`src/rtl/shared_reg_arbiter.sv`:
```
// shared_reg_arbiter: round-robin arbiter loading one shared WIDTH-bit register,
// with a programmable hold window after every grant.
module shared_reg_arbiter #(
  parameter int N_REQ       = 4,
  parameter int WIDTH       = 8,
  parameter int HOLD_CYCLES = 2,
  localparam int IW = $clog2(N_REQ),
  localparam int CW = $clog2(HOLD_CYCLES + 2)
) (
  input  logic                   clk,
  input  logic                   rstn,
  input  logic [N_REQ-1:0]       req,
  input  logic [N_REQ*WIDTH-1:0] data,
  output logic [N_REQ-1:0]       gnt,
  output logic [WIDTH-1:0]       q,
  output logic                   q_valid,
  output logic [IW-1:0]          q_owner,
  output logic                   busy
);
  typedef enum logic [1:0] {IDLE, GRANT, HOLD} state_t;
  state_t state_q, state_d;
  logic [N_REQ-1:0] gnt_q, gnt_d;
  logic [WIDTH-1:0] q_q, q_d;
  logic q_valid_q, q_valid_d, busy_q, busy_d;
  logic [IW-1:0] owner_q, owner_d, ptr_q, ptr_d, win_q, win_d, pick;
  logic [CW-1:0] cnt_q, cnt_d;
  // Descending scan so the requester closest to ptr is the last (winning) assignment
  always_comb begin
    int j;
    j = 0;
    pick = '0;
    for (int i = N_REQ - 1; i >= 0; i--) begin
      j = int'(ptr_q) + i;
      j = j >= N_REQ ? j - N_REQ : j;
      if (req[j]) pick = IW'(j);
    end
  end
  always_comb begin
    state_d   = state_q;
    gnt_d     = '0;
    q_d       = q_q;
    q_valid_d = 1'b0;
    owner_d   = owner_q;
    ptr_d     = ptr_q;
    win_d     = win_q;
    cnt_d     = cnt_q;
    case (state_q)
      IDLE: if (|req) begin
        gnt_d   = N_REQ'(1) << pick;
        ptr_d   = pick == IW'(N_REQ - 1) ? '0 : pick + 1'b1;
        win_d   = pick;
        state_d = GRANT;
      end
      GRANT: if (req[win_q]) begin
        q_d       = data[win_q*WIDTH +: WIDTH];
        owner_d   = win_q;
        q_valid_d = 1'b1;
        cnt_d     = CW'(HOLD_CYCLES);
        state_d   = HOLD_CYCLES == 0 ? IDLE : HOLD;
      end else begin
        state_d = IDLE;
      end
      HOLD: begin
        cnt_d   = cnt_q - 1'b1;
        state_d = cnt_q == CW'(1) ? IDLE : HOLD;
      end
      default: state_d = IDLE;
    endcase
    // Stays high through the cycle the arbiter spends returning to IDLE
    busy_d = state_d != IDLE || state_q != IDLE;
  end
  always_ff @(posedge clk) begin
    if (!rstn) begin
      state_q   <= IDLE;
      gnt_q     <= '0;
      q_q       <= '0;
      q_valid_q <= 1'b0;
      owner_q   <= '0;
      ptr_q     <= '0;
      win_q     <= '0;
      cnt_q     <= '0;
      busy_q    <= 1'b0;
    end else begin
      state_q   <= state_d;
      gnt_q     <= gnt_d;
      q_q       <= q_d;
      q_valid_q <= q_valid_d;
      owner_q   <= owner_d;
      ptr_q     <= ptr_d;
      win_q     <= win_d;
      cnt_q     <= cnt_d;
      busy_q    <= busy_d;
    end
  end
  assign gnt     = gnt_q;
  assign q       = q_q;
  assign q_valid = q_valid_q;
  assign q_owner = owner_q;
  assign busy    = busy_q;
endmodule

```
`config.mk`:
```
export PLATFORM = sky130hd
export DESIGN_NAME = shared_reg_arbiter
export DESIGN_NICKNAME = d
export VERILOG_FILES = /design/src/rtl/shared_reg_arbiter.sv
export SDC_FILE = /design/constraint.sdc
export NUM_CORES = 1
export LEC_CHECK = 0
export ABC_AREA = 1
export ABC_CLOCK_PERIOD_IN_PS = 1300
export CORE_MARGIN = 5
export CORE_UTILIZATION = 55
export DETAILED_ROUTE_END_ITERATION = 10
export DONT_BUFFER_PORTS = 1
export GPL_TIMING_DRIVEN = 1
export PLACE_DENSITY = 0.82
export SYNTH_ARGS = -nofsm -noshare
export SYNTH_HDL_FRONTEND = slang
export SYNTH_SLANG_ARGS = --single-unit
```
`constraint.sdc`:
```
create_clock -name clk -period 1.3 [get_ports clk]
set_clock_uncertainty 0.2 [all_clocks]
set_input_delay 0.195 -clock clk [delete_from_list [all_inputs] [get_ports clk]]
set_output_delay 0.195 -clock clk [all_outputs]
set_load 0.01 [all_outputs]
```
======== After elaboration in Yosys (flattened, before gate mapping) ========
Cells that the tools add are included.
storage, ports and cells
  output and inout bits ................... 16
  flip-flop bits (word level) ............. 24
  input port bits ......................... 38
  word-level logic and storage cells ...... 75
operators by class
  reductions and logical operators ........ 11
  shifts and indexed selects .............. 2
  $lt $le $gt $ge ......................... 9
  $add $sub $neg .......................... 9
  equality and inequality tests ........... 5
  multiplexer cells ....................... 30
operators by type and width
  kind                                                                                  number
  32-bit by 4-bit < comparator with 1-bit output (second input constant)                4
  32-bit two-way mux                                                                    4
  32-bit by 6-bit indexed part select with 8-bit output                                 1
  2-bit two-way mux                                                                     9
  3-bit by 3-bit subtractor with 4-bit output (second input constant)                   3
  1-bit binary-select mux with 2-bit select                                             5
  1-bit two-way mux                                                                     10
  3-bit greater-or-equal comparator (second input constant)                             3
  2-bit AND reduction                                                                   4
  2-bit by 2-bit adder with 3-bit output (second input constant)                        2
  2-bit case mux with 3 select lines                                                    1
  2-bit nonzero test                                                                    3
  2-bit by 1-bit equality test with 1-bit output (second input constant)                2
  2-bit equality test (second input constant)                                           2
  2-bit case mux with 2 select lines                                                    1
  4-bit OR reduction                                                                    1
  1-bit by 2-bit << shifter with 4-bit output (first input constant)                    1
  2-bit by 3-bit subtractor with 4-bit output (second input constant)                   1
  2-bit by 1-bit adder with 3-bit output (second input constant)                        1
  2-bit by 3-bit greater-or-equal comparator with 1-bit output (second input constant)  1
  2-bit by 3-bit < comparator with 1-bit output (second input constant)                 1
  3-bit AND reduction                                                                   1
  2-bit by 1-bit adder with 2-bit output (second input constant)                        1
  2-bit zero test                                                                       1
  other kinds (3)                                                                       3

======== Longest topological paths before layout ========
Gate-level depths: netlist of run 1.
  word-level depth ........................ 12
  gate-level depth with buffers ........... 13
  gate-level depth less buffers ........... 12

======== Worst setup path after synthesis of run 1 ========
Ideal clock, no wire load.
  kind .................................... register to register
  from .................................... register ptr_q[0]
  to ...................................... register ptr_q[1]
  clock period less this slack ............ 1,422 ps
  required time ........................... 982 ps
  setup time .............................. 118 ps
  slack ................................... -122 ps
  buffers on the path ..................... 1
  arrival ................................. 1,103 ps
  cell stages (with the launch flop) ...... 13
  cell sequence ........................... dfxtp_1 > buf_6 > inv_6 > nand2_2 > nand3_2 > o21ai_2 > inv_1 > nand2_1 > nand2_1 > nand2_2 > inv_2 > nand2_1 > nand3_2
between the ends
  word-level cells in the longest chain between the ends .. 12
  elaborated cells between the ends (all ways) .. 34
  classes of those cells .................. 8 x add/sub; 4 x order compare; 1 x eq/ne; 21 x mux
RTL lines
  element                                                                                           line  source
  start: declaration                                                                                25    logic [IW-1:0] owner_q, owner_d, ptr_q, ptr_d, win_q, win_d, pick;
  start signal: assignment                                                                          89    ptr_q <= ptr_d;
  2-bit by 2-bit adder with 3-bit output                                                            33    j = int'(ptr_q) + i;
  3-bit by 3-bit subtractor with 4-bit output or 3-bit greater-or-equal comparator (tied branches)  34    j = j >= N_REQ ? j - N_REQ : j;
  32-bit two-way mux                                                                                34
  1-bit binary-select mux with 2-bit select                                                         35    if (req[j]) pick = IW'(j);
  1-bit two-way mux (not written as such) (2 in a row)                                              35
  2-bit two-way mux (3 in a row)                                                                    35
  2-bit two-way mux *                                                                               35
  2-bit by 1-bit adder with 2-bit output or 2-bit equality test (tied branches)                     50    ptr_d = pick == IW'(N_REQ - 1) ? '0 : pick + 1'b1;
  2-bit two-way mux *                                                                               50
Mark *: on every way between the ends. The rest lies on a longest branch, timed or not. The select of a mux whose other input is x is not followed.
A chain may end at the register's enable or synchronous reset.

======== Final worst setup path of run 1 ========
  from .................................... register ptr_q[0]
  to ...................................... register ptr_q[0]
The elaborated chain is that of the path after synthesis.

==> metrics.md, run 1 <==
| Metric | Value |
|---|---|
| Number of global-route vias before repair | `1287` |
| Seq/Total Area, Yosys | `0.355` |
| Yosys reg bits | `24` |
| Worst hold path depth | `2` |
| CTS max path bufs | `2` |
| Largest net degree at the start of global routing | `24` |
| Placeable Area | `2410 um2` |
| Period utilisation layout | `1.18` |
| FP Rows | `18` |
| Remaining DRCs | `0` |
| Yosys warnings | `0` |
| Arr. time, crit path | `1.54 ns` |
| Starting density of the core | `0.561` |
| Die ar. | `3550 um2` |
| Pre-CTS setup slack | `-0.271 ns` |
| Design Area, Final | `1700 um2` |
| Initial antenna violation count | `0` |
| Routability Congestion | `0.880` |
| Die width | `59.6 um` |
| Maximum VDD drop | `approximately 0.0013 V` |
| Worst Hold End | `q[2]$_SDFFE_PN0N_` |
| Hold path start | `rstn` |
| Hold WS | `-0.220 ns` |
| Outcome | `finished with violations` |
| Worst-path clk slew | `0.12 ns` |
| Detailed placer's ending HPWL | `2480 um` |
| Initial DRC Count | `42` |
| Synthesis-to-finish area growth | `25.9%` |
| Mapped Area | `1350 um2` |
| Power density over the cells | `~2000 nW/um2` |
| Final slew viol count | `0` |
| Distinct cells, synth | `28` |
| CTS tree | `yes` |
| Wire per inst | `15.3 um` |
| Final setup viols | `22` |
| Critical-path maximum fanout | `8` |
| RSZ-0062 raised after global routing | `true` |
| Tightest Pin Transition | `0.289 ns` |
| Die height | `~60 um` |
| Port Buf Inserts | `0` |
| Inserted Diodes | `0` |
| Worst EP required | `1.30 ns` |
| Area share of the largest cell type after synthesis | `0.355` |
| Biggest area consumer among synthesized cells | `dfxtp_1` |
| R2R depth | `11` |
| Final min period | `1.53 ns` |
| I/O pin count | `54` |
| CP Launch Type | `flip-flop` |
| # hold bufs at CTS | `1` |
| WL final | `3630 um` |
| TritonCTS buffer count | `3` |
| Reg2Reg Launch Point | `ptr_q[0]$_SDFFE_PN0P_` |
| Synth top area cells | `dfxtp_1 (36%), inv_1 (7.8%), nand2_1 (7.5%)` |
| Final hold violation count | `17` |
| Syn Inst Count | `199` |
| GRT Total Usage | `0.201` |
| Post-DR vias/cell | `between 5 and 6` |
| Critical path type | `flip-flop to flip-flop` |
| Worst skew pair latency | `about 0.31 ns` |
| Fin nets | `248` |
| Share of cells above drive strength 1 | `0.386` |
| Worst r2r dst | `ptr_q[0]$_SDFFE_PN0P_` |
| Maxcap violations | `0` |
| Synth Net Count | `238` |
| Failing checks | `hold timing, setup timing` |
| Total number of vias | `1348` |
| Root buffer cell | `clkbuf_4` |
| CP Capture Type | `flip-flop` |
| CTS sink count | `24` |
| H-tree Lvls | `1` |
| First-pass GRT wire length | `5400 um` |
| Placed cell area | `1440 um2` |
| Syn Area/Cell | `6.80 um2` |
| P_leak | `around 0.74 nW` |
| R2r setup slk | `-0.23 ns` |
| Rel. slew slack | `0.807` |
| Hold WC Path Type | `input port to flip-flop` |
| Final ANT Viol Nets | `0` |
| Max frequency | `between 600 and 700 MHz` |
| TritonRoute pass-1 iters | `4` |
| Post-route setup slack | `-0.232 ns` |
| Total grt overflow | `0` |
[how the worst max path moves through the flow]
stage                                      from                    end  slack [ns]  depth (start not counted)
after global routing      ptr_q[0]$_SDFFE_PN0P_  ptr_q[1]$_SDFFE_PN0P_       -0.35                         12
after CTS                 ptr_q[0]$_SDFFE_PN0P_  win_q[1]$_SDFFE_PN0P_       -0.21                         11
after detailed placement  ptr_q[1]$_SDFFE_PN0P_  ptr_q[1]$_SDFFE_PN0P_       -0.27                         11
final                     ptr_q[0]$_SDFFE_PN0P_  ptr_q[0]$_SDFFE_PN0P_       -0.23                         11
after floorplan           ptr_q[0]$_SDFFE_PN0P_  ptr_q[1]$_SDFFE_PN0P_       -0.10                         13
after global placement    ptr_q[0]$_SDFFE_PN0P_  ptr_q[0]$_SDFFE_PN0P_       -0.20                         11
[synth_stat cells (all sizes together)]
cell type / number
o21bai: 1
nand4: 2
o22ai: 8
dfxtp: 24
nand3: 7
ha: 1
clkbuf: 2
a21oi: 16
o31ai: 1
nor2: 24
nand2: 37
inv: 33
o21a: 1
or2: 1
o21ai: 33
buf: 8
[metrics by stage]
stage | power (W) | setup TNS [ns] | hold WS, ns | instances | util
after CTS | 0.00306 | -2.21 | -0.208 | 234 | 0.627
after global placement | 0.00257 | -1.51 | 0.124 | 229 | 0.597
after detailed placement | 0.00266 | -2.56 | 0.124 | 229 | 0.597
after floorplan | 0.00239 | -0.900 | 0.133 | 199 | -
after global routing | 0.00370 | -5.12 | -0.239 | 237 | 0.707
final | 0.00342 | -3.35 | -0.220 | 237 | 0.707
[layer usage]
metal | track usage | share of wire | wire, um
met1 | 0.219 | 0.40 | 1440
met2 | 0.354 | 0.51 | 1840
met3 | 0.0479 | 0.073 | 264
met4 | 0.108 | 0.023 | 82
met5 | 0 | 0 | 0
[cell usage in the layout (no fill, tap or decap), types with 2 or more instances in the layout]
| master | Yosys | layout |
|---|---|---|
| o21ai_1 | 13 | 4 |
| dfxtp_4 | 0 | 3 |
| nand3_1 | 4 | 2 |
| a21oi_2 | 1 | 9 |
| inv_1 | 28 | 26 |
| nand2_1 | 27 | 19 |
| o21ai_2 | 1 | 10 |
| nor2_2 | 1 | 3 |
| clkbuf_16 | 0 | 2 |
| inv_2 | 4 | 5 |
| a21oi_1 | 15 | 6 |
| nand2_4 | 0 | 3 |
| clkbuf_4 | 0 | 3 |
| nand2_2 | 10 | 15 |
| buf_4 | 5 | 9 |
| nor2_1 | 23 | 20 |
| dfxtp_2 | 0 | 2 |
| o22ai_1 | 8 | 8 |
| o21ai_4 | 0 | 2 |
| nand3_2 | 3 | 4 |
| dfxtp_1 | 24 | 19 |
| o21ai_0 | 19 | 17 |
[power by group]
part	internal [W]	switching [W]
Clock	0.000108	0.000207
Combinational	0.000780	0.00110
Sequential	0.000950	0.000270
Total	0.00184	0.00158
[flip-flops by register name (all words and copies together) (netlist names)]
signal,cells
busy,1
cnt_q,2
gnt,4
ptr_q,2
q,8
q_owner,2
q_valid,1
state_q,2
win_q,2
[cell families after synthesis]
family	after synthesis	synth area share
simple gates	71	0.245
compound gates	60	0.241
buf+inv	43	0.150
flops	24	0.355
fa+ha+maj	1	0.00925
[worst max-delay path, cell delays in order (launching register included)]
cell	delay (ns)
dfxtp_4	0.45
inv_8	0.06
nand2_4	0.08
nand3_2	0.08
nand2_1	0.09
nand3_2	0.07
nand2_1	0.06
nand2_1	0.05
nand2_2	0.08
inv_2	0.06
nand2_2	0.06
o21ai_0	0.08
[layout make-up]
type / count / area, um2
inverter: 33 / 134
sequential: 24 / 494
timing repair buffer: 15 / 174
tap: 30 / 37.5
clock buffer: 3 / 22.5
multi-input combinational: 132 / 841
fill: 175 / 707
[timing repair]
| item | CTS | global route |
|---|---|---|
| endpoints found under the setup margin | 20 | 22 |
| setup buffers | 1 | 0 |
| gates cloned | 0 | 3 |
| pin swaps | 4 | 6 |
| endpoints found under the hold margin | 21 | 17 |
| resized for setup | 12 | 36 |
Note: power is estimated with default switching activity, not from simulation.
==> run 2, diff against run 1 <==
==> constraint.sdc (replaced) <==
create_clock -name clk -period 1.3 [get_ports clk]
set_clock_uncertainty 0.2 [all_clocks]
set_input_delay 0.13 -clock clk [delete_from_list [all_inputs] [get_ports clk]]
set_output_delay 0.13 -clock clk [all_outputs]
set_load 0.01 [all_outputs]
==> metrics.md, run 2 (synthesized netlist as in run 1, its figures left out) <==
| Metric | Value |
|---|---|
| Outcome | `finished with violations` |
| Failing checks | `hold timing, setup timing` |
| Die height | `59.6 um` |
| CP Launch Type | `flip-flop` |
| Max stage delay on crit path | `0.45 ns` |
| Clock power frac | `0.092` |
| Crit path max-delay family | `simple AND/OR/NAND/NOR gates` |
| Placed cell area | `1440 um2` |
| Tightest Pin Transition | `a little under 0.3 ns` |
| Worst-path clk slew | `0.12 ns` |
| Initial antenna violation count | `0` |
| Final hold violation count | `20` |
| First-pass GRT wire length | `5400 um` |
| Critical-path maximum fanout | `8` |
| Register area | `494 um2` |
| Number of global-route vias before repair | `1287` |
| Sw frac | `0.462` |
| RSZ-0062 raised after global routing | `true` |
| Placed cells | `229` |
| CTS max path bufs | `2` |
| Buf/Inv on CP | `2` |
| Int Pwr | `0.00184 W` |
| Rel. slew slack | `0.807` |
| Hold path start | `rstn` |
| Crit path top cell by count | `nand2_1` |
| I/O pin count | `54` |
| CP Capture Type | `flip-flop` |
| Fin cells | `237` |
| Max frequency | `roughly 650 MHz` |
| Placeable Area | `2410 um2` |
| Routability Congestion | `0.880` |
| Detailed placer's ending HPWL | `2480 um` |
| Share of cells above drive strength 1 | `0.386` |
| Root buffer cell | `clkbuf_4` |
| Inserted Diodes | `0` |
| FP Rows | `18` |
| Final slew viol count | `0` |
| Max FFs per register | `8` |
| Final setup viols | `22` |
| Worst skew pair latency | `0.31 ns` |
| Port Buf Inserts | `0` |
| GRT Total Usage | `0.201` |
| Total grt overflow | `0` |
| TritonCTS buffer count | `3` |
| Hold WC Path Type | `input port to flip-flop` |
| Sequential Power Share | `0.357` |
| Worst EP required | `1.30 ns` |
| Slowest cell on crit path | `dfxtp_4` |
| Leading cell type in the layout, fill and taps excluded | `inv_1` |
| Multi-input logic area | `841 um2` |
| Final ANT Viol Nets | `0` |
| Combinational power share | `0.551` |
| Post-route setup slack | `-0.232 ns` |
| P_leak | `0.743 nW` |
| Initial DRC Count | `between 40 and 50` |
| Total number of vias | `1348` |
| Pre-CTS setup slack | `-0.271 ns` |
| Reg2Reg Launch Point | `ptr_q[0]$_SDFFE_PN0P_` |
| Final min period | `1.53 ns` |
| Design Area, Final | `1700 um2` |
| Critical path type | `flip-flop to flip-flop` |
| Remaining DRCs | `0` |
| Power density over the cells | `2010 nW/um2` |
| Fin nets | `248` |
| CP cell instances | `inv_8, nand2_4, nand3_2, nand2_1, nand3_2, nand2_1, nand2_1, nand2_2, inv_2, nand2_2, o21ai_0` |
| Final core occ | `0.707` |
| TritonRoute pass-1 iters | `4` |
| Hold WS | `-0.285 ns` |
| Period utilisation layout | `1.18` |
| Critical path startpoint | `ptr_q[0]$_SDFFE_PN0P_` |
| Largest net degree at the start of global routing | `24` |
| Starting density of the core | `0.561` |
| Maximum VDD drop | `0.00125 V` |
| H-tree Lvls | `1` |
| WL final | `3630 um` |
| R2r setup slk | `-0.23 ns` |
| Die width | `59.6 um` |
| Fillers | `~180` |
| Arr. time, crit path | `about 1.5 ns` |
| CTS tree | `yes` |
| Commonest cells after routing, fill and taps aside | `inv_1 (26), nor2_1 (20), nand2_1 (19), dfxtp_1 (19), o21ai_0 (17)` |
| Sw power | `0.00158 W` |
| Post-DR vias/cell | `5.69` |
| Wire per inst | `~15 um` |
| CTS sink count | `24` |
| Die ar. | `3550 um2` |
| # hold bufs at CTS | `1` |
| Synthesis-to-finish area growth | `25.9%` |
| Maxcap violations | `0` |
run 2: cell counts in the layout (fill, tap and decap cells not counted):
No cell type changed its count.
run 2: through the flow:
stage	power, W	TNS, ns
after CTS	0.00306	-2.21
final	0.00342	-3.35
after global routing	0.00370	-5.12
after floorplan	0.00239	-0.900
after global placement	0.00257	-1.51
after detailed placement	0.00266	-2.56
run 2: final cells by class:
cell class                      instances  share of cell area
Clock buffer                            3              0.0132
Inverter                               33              0.0786
Multi-Input combinational cell        132               0.494
Sequential cell                        24               0.290
Tap cell                               30              0.0220
Timing Repair Buffer                   15               0.102
run 2: worst reg2reg max path, cell delays in order (launching register included):
cell	delay, ns
dfxtp_4	0.45
inv_8	0.07
nand2_4	0.08
nand3_2	0.08
nand2_1	0.09
nand3_2	0.07
nand2_1	0.06
nand2_1	0.05
nand2_2	0.08
inv_2	0.06
nand2_2	0.06
o21ai_0	0.08
run 2: power by group through the flow:
stage,clock [W],combinational [W],sequential [W]
CTS,0.000328,0.00154,0.00119
floorplan,0,0.00131,0.00108
global route,0.000363,0.00209,0.00125
detailed placement,0,0.00148,0.00119
global placement,0,0.00140,0.00117
finish,0.000316,0.00188,0.00122
run 2: path summary, 6_finish.rpt:
check / end / depth (start not counted)
setup / recovery: ptr_q[0]$_SDFFE_PN0P_ / 11
hold / removal: q[2]$_SDFFE_PN0N_ / 2
setup reg to reg: ptr_q[0]$_SDFFE_PN0P_ / 11
hold reg to reg: busy$_SDFF_PN0_ / 2
run 2: what timing repair did:
item / 4_1_cts / 5_1_grt
pin swaps: 4 / 6
endpoints found under the hold margin: 24 / 20
setup endpoints to repair: 20 / 22
buffers inserted: 1 / 0
gates resized for setup: 12 / 36
cloned: 0 / 3
run 2: per-layer routing:
layer  vias to the layer above  GRT usage  part of all wire
met5                         -          0                 0
met4                         0      0.108             0.023
met3                         6     0.0479             0.073
met2                        47      0.354              0.51
met1                       631      0.219              0.40
li1                        664          -                 -
==> run 3, diff against run 2 <==
--- a/config.mk
+++ b/config.mk
@@ -6,13 +6,13 @@
 export NUM_CORES = 1
 export LEC_CHECK = 0
 export ABC_AREA = 1
-export ABC_CLOCK_PERIOD_IN_PS = 1300
+export ABC_CLOCK_PERIOD_IN_PS = 1700
 export CORE_MARGIN = 5
-export CORE_UTILIZATION = 55
+export CORE_UTILIZATION = 61
 export DETAILED_ROUTE_END_ITERATION = 10
 export DONT_BUFFER_PORTS = 1
 export GPL_TIMING_DRIVEN = 1
-export PLACE_DENSITY = 0.82
+export PLACE_DENSITY = 0.86
 export SYNTH_ARGS = -nofsm -noshare
 export SYNTH_HDL_FRONTEND = slang
 export SYNTH_SLANG_ARGS = --single-unit
==> constraint.sdc (replaced) <==
create_clock -name clk -period 1.7 [get_ports clk]
set_clock_uncertainty 0.2 [all_clocks]
set_input_delay 0.17 -clock clk [delete_from_list [all_inputs] [get_ports clk]]
set_output_delay 0.17 -clock clk [all_outputs]
set_load 0.01 [all_outputs]
==> metrics.md, run 3 (synthesized netlist as in run 1, its figures left out) <==
| Metric | Value |
|---|---|
| Die ar. | `3260 um2` |
| Final ANT Viol Nets | `0` |
| Placed cells | `222` |
| Initial antenna violation count | `0` |
| WL final | `~3400 um` |
| Root buffer cell | `clkbuf_4` |
| CTS sink count | `24` |
| Die width | `57.1 um` |
| Wire per inst | `between 10 and 15 um` |
| Critical path type | `flip-flop to flip-flop` |
| CP cell instances | `inv_6, nand2_2, nand3_1, nand2_2, nand3_2, nand2_1, nand2_1, nand2_2, inv_2, nand2_1, nand3_2` |
| Die height | `57.1 um` |
| Slowest cell on crit path | `dfxtp_4` |
| Inserted Diodes | `0` |
| Detailed placer's ending HPWL | `2450 um` |
| Tightest Pin Transition | `0.524 ns` |
| Post-DR vias/cell | `5.74` |
| P_leak | `around 0.70 nW` |
| Buf/Inv on CP | `2` |
| Initial DRC Count | `49` |
| FP Rows | `17` |
| Leading cell type in the layout, fill and taps excluded | `inv_1` |
| Max frequency | `approximately 630 MHz` |
| Period utilisation layout | `0.932` |
| Worst skew pair latency | `0.33 ns` |
| CP Capture Type | `flip-flop` |
| Fin cells | `234` |
| Worst EP required | `roughly 1.7 ns` |
| Hold WC Path Type | `input port to flip-flop` |
| Rel. slew slack | `0.651` |
| Number of global-route vias before repair | `~1300` |
| Fin nets | `approximately 250` |
| I/O pin count | `54` |
| Largest net degree at the start of global routing | `18` |
| Max stage delay on crit path | `0.42 ns` |
| Placeable Area | `between 2000 and 2500 um2` |
| Maximum VDD drop | `~0.0013 V` |
| TritonCTS buffer count | `3` |
| CP Launch Type | `flip-flop` |
| Port Buf Inserts | `0` |
| GRT Total Usage | `0.206` |
| H-tree Lvls | `1` |
| Remaining DRCs | `0` |
| Synthesis-to-finish area growth | `11.2%` |
| Final setup viols | `0` |
| CTS max path bufs | `2` |
| Routability Congestion | `0.840` |
| TritonRoute pass-1 iters | `4` |
| Crit path max-delay family | `simple AND/OR/NAND/NOR gates` |
| Commonest cells after routing, fill and taps aside | `inv_1 (28), nand2_1 (26), nor2_1 (23)` |
| Pre-CTS setup slack | `-0.0266 ns` |
| First-pass GRT wire length | `5430 um` |
| Final hold violation count | `0` |
| Final min period | `around 1.6 ns` |
| Maxcap violations | `0` |
| Total number of vias | `1343` |
| CTS tree | `yes` |
| Critical-path maximum fanout | `7` |
| Worst-path clk slew | `approximately 0.14 ns` |
| Post-route setup slack | `0.116 ns` |
| Total grt overflow | `0` |
| Arr. time, crit path | `1.62 ns` |
| Power density over the cells | `approximately 1600 nW/um2` |
| Max FFs per register | `8` |
| Outcome | `complete, no violations` |
| Starting density of the core | `0.623` |
| Share of cells above drive strength 1 | `0.189` |
| Final slew viol count | `0` |
-- run 3: cell type report --
type / count / area (um2)
Multi-Input combinational cell: 132 / 681
Fill cell: 184 / 666
Sequential cell: 24 / 489
Inverter: 33 / 129
Timing Repair Buffer: 13 / 118
Tap cell: 28 / 35.0
Clock inverter: 1 / 30.0
Clock buffer: 3 / 22.5
-- run 3: through the flow --
stage / TNS [ns] / util / hold WS [ns] / area, um2 / total power (W)
4_1_cts: 0 / 0.680 / 0.00309 / 1480 / 0.00234
2_1_floorplan: 0 / - / 0.108 / 1350 / 0.00176
3_5_place_dp: -0.0526 / 0.623 / 0.0907 / 1350 / 0.00190
5_1_grt: -0.00896 / 0.693 / 0.0130 / 1500 / 0.00260
3_3_place_gp: 0 / 0.623 / 0.0916 / 1350 / 0.00183
6_report: 0 / 0.693 / 0.00949 / 1500 / 0.00240
-- run 3: path summary, 6_finish.rpt --
path | startpoint | to | slack [ns] | cells after the start
max | ptr_q[0]$_SDFFE_PN0P_ | ptr_q[1]$_SDFFE_PN0P_ | 0.12 | 11
min | data[26] | q[2]$_SDFFE_PN0N_ | 0.009 | 4
max reg2reg | ptr_q[0]$_SDFFE_PN0P_ | ptr_q[1]$_SDFFE_PN0P_ | 0.12 | 11
min reg2reg | cnt_q[0]$_SDFFE_PN0P_ | cnt_q[0]$_SDFFE_PN0P_ | 0.28 | 1
-- run 3: layer usage --
metal  wire length, um  global-route usage  vias to the layer above
met3               241              0.0679                       11
met1              1270               0.213                      616
met4                80              0.0762                        0
met2              1800               0.382                       63
li1                  -                   -                      653
met5                 0                   0                        -
-- run 3: report_power, final --
group / total, W / switching, W / internal [W]
Sequential: 0.000894 / 0.000175 / 0.000719
Clock: 0.000414 / 0.000175 / 0.000239
Combinational: 0.00109 / 0.000688 / 0.000403
Total: 0.00240 / 0.00104 / 0.00136
-- run 3: timing repair --
| item | CTS | global route |
|---|---|---|
| hold buffers | 7 | 0 |
| endpoints found under the hold margin | 24 | 0 |
| resized for setup | 1 | 8 |
| setup buffers | 0 | 1 |
| setup endpoints to repair | 4 | 11 |
-- run 3: worst min-delay path, cell delays in order --
cell     delay [ns]
nor2_1         0.08
o22ai_1        0.09
o21ai_1        0.12
a21oi_1        0.04
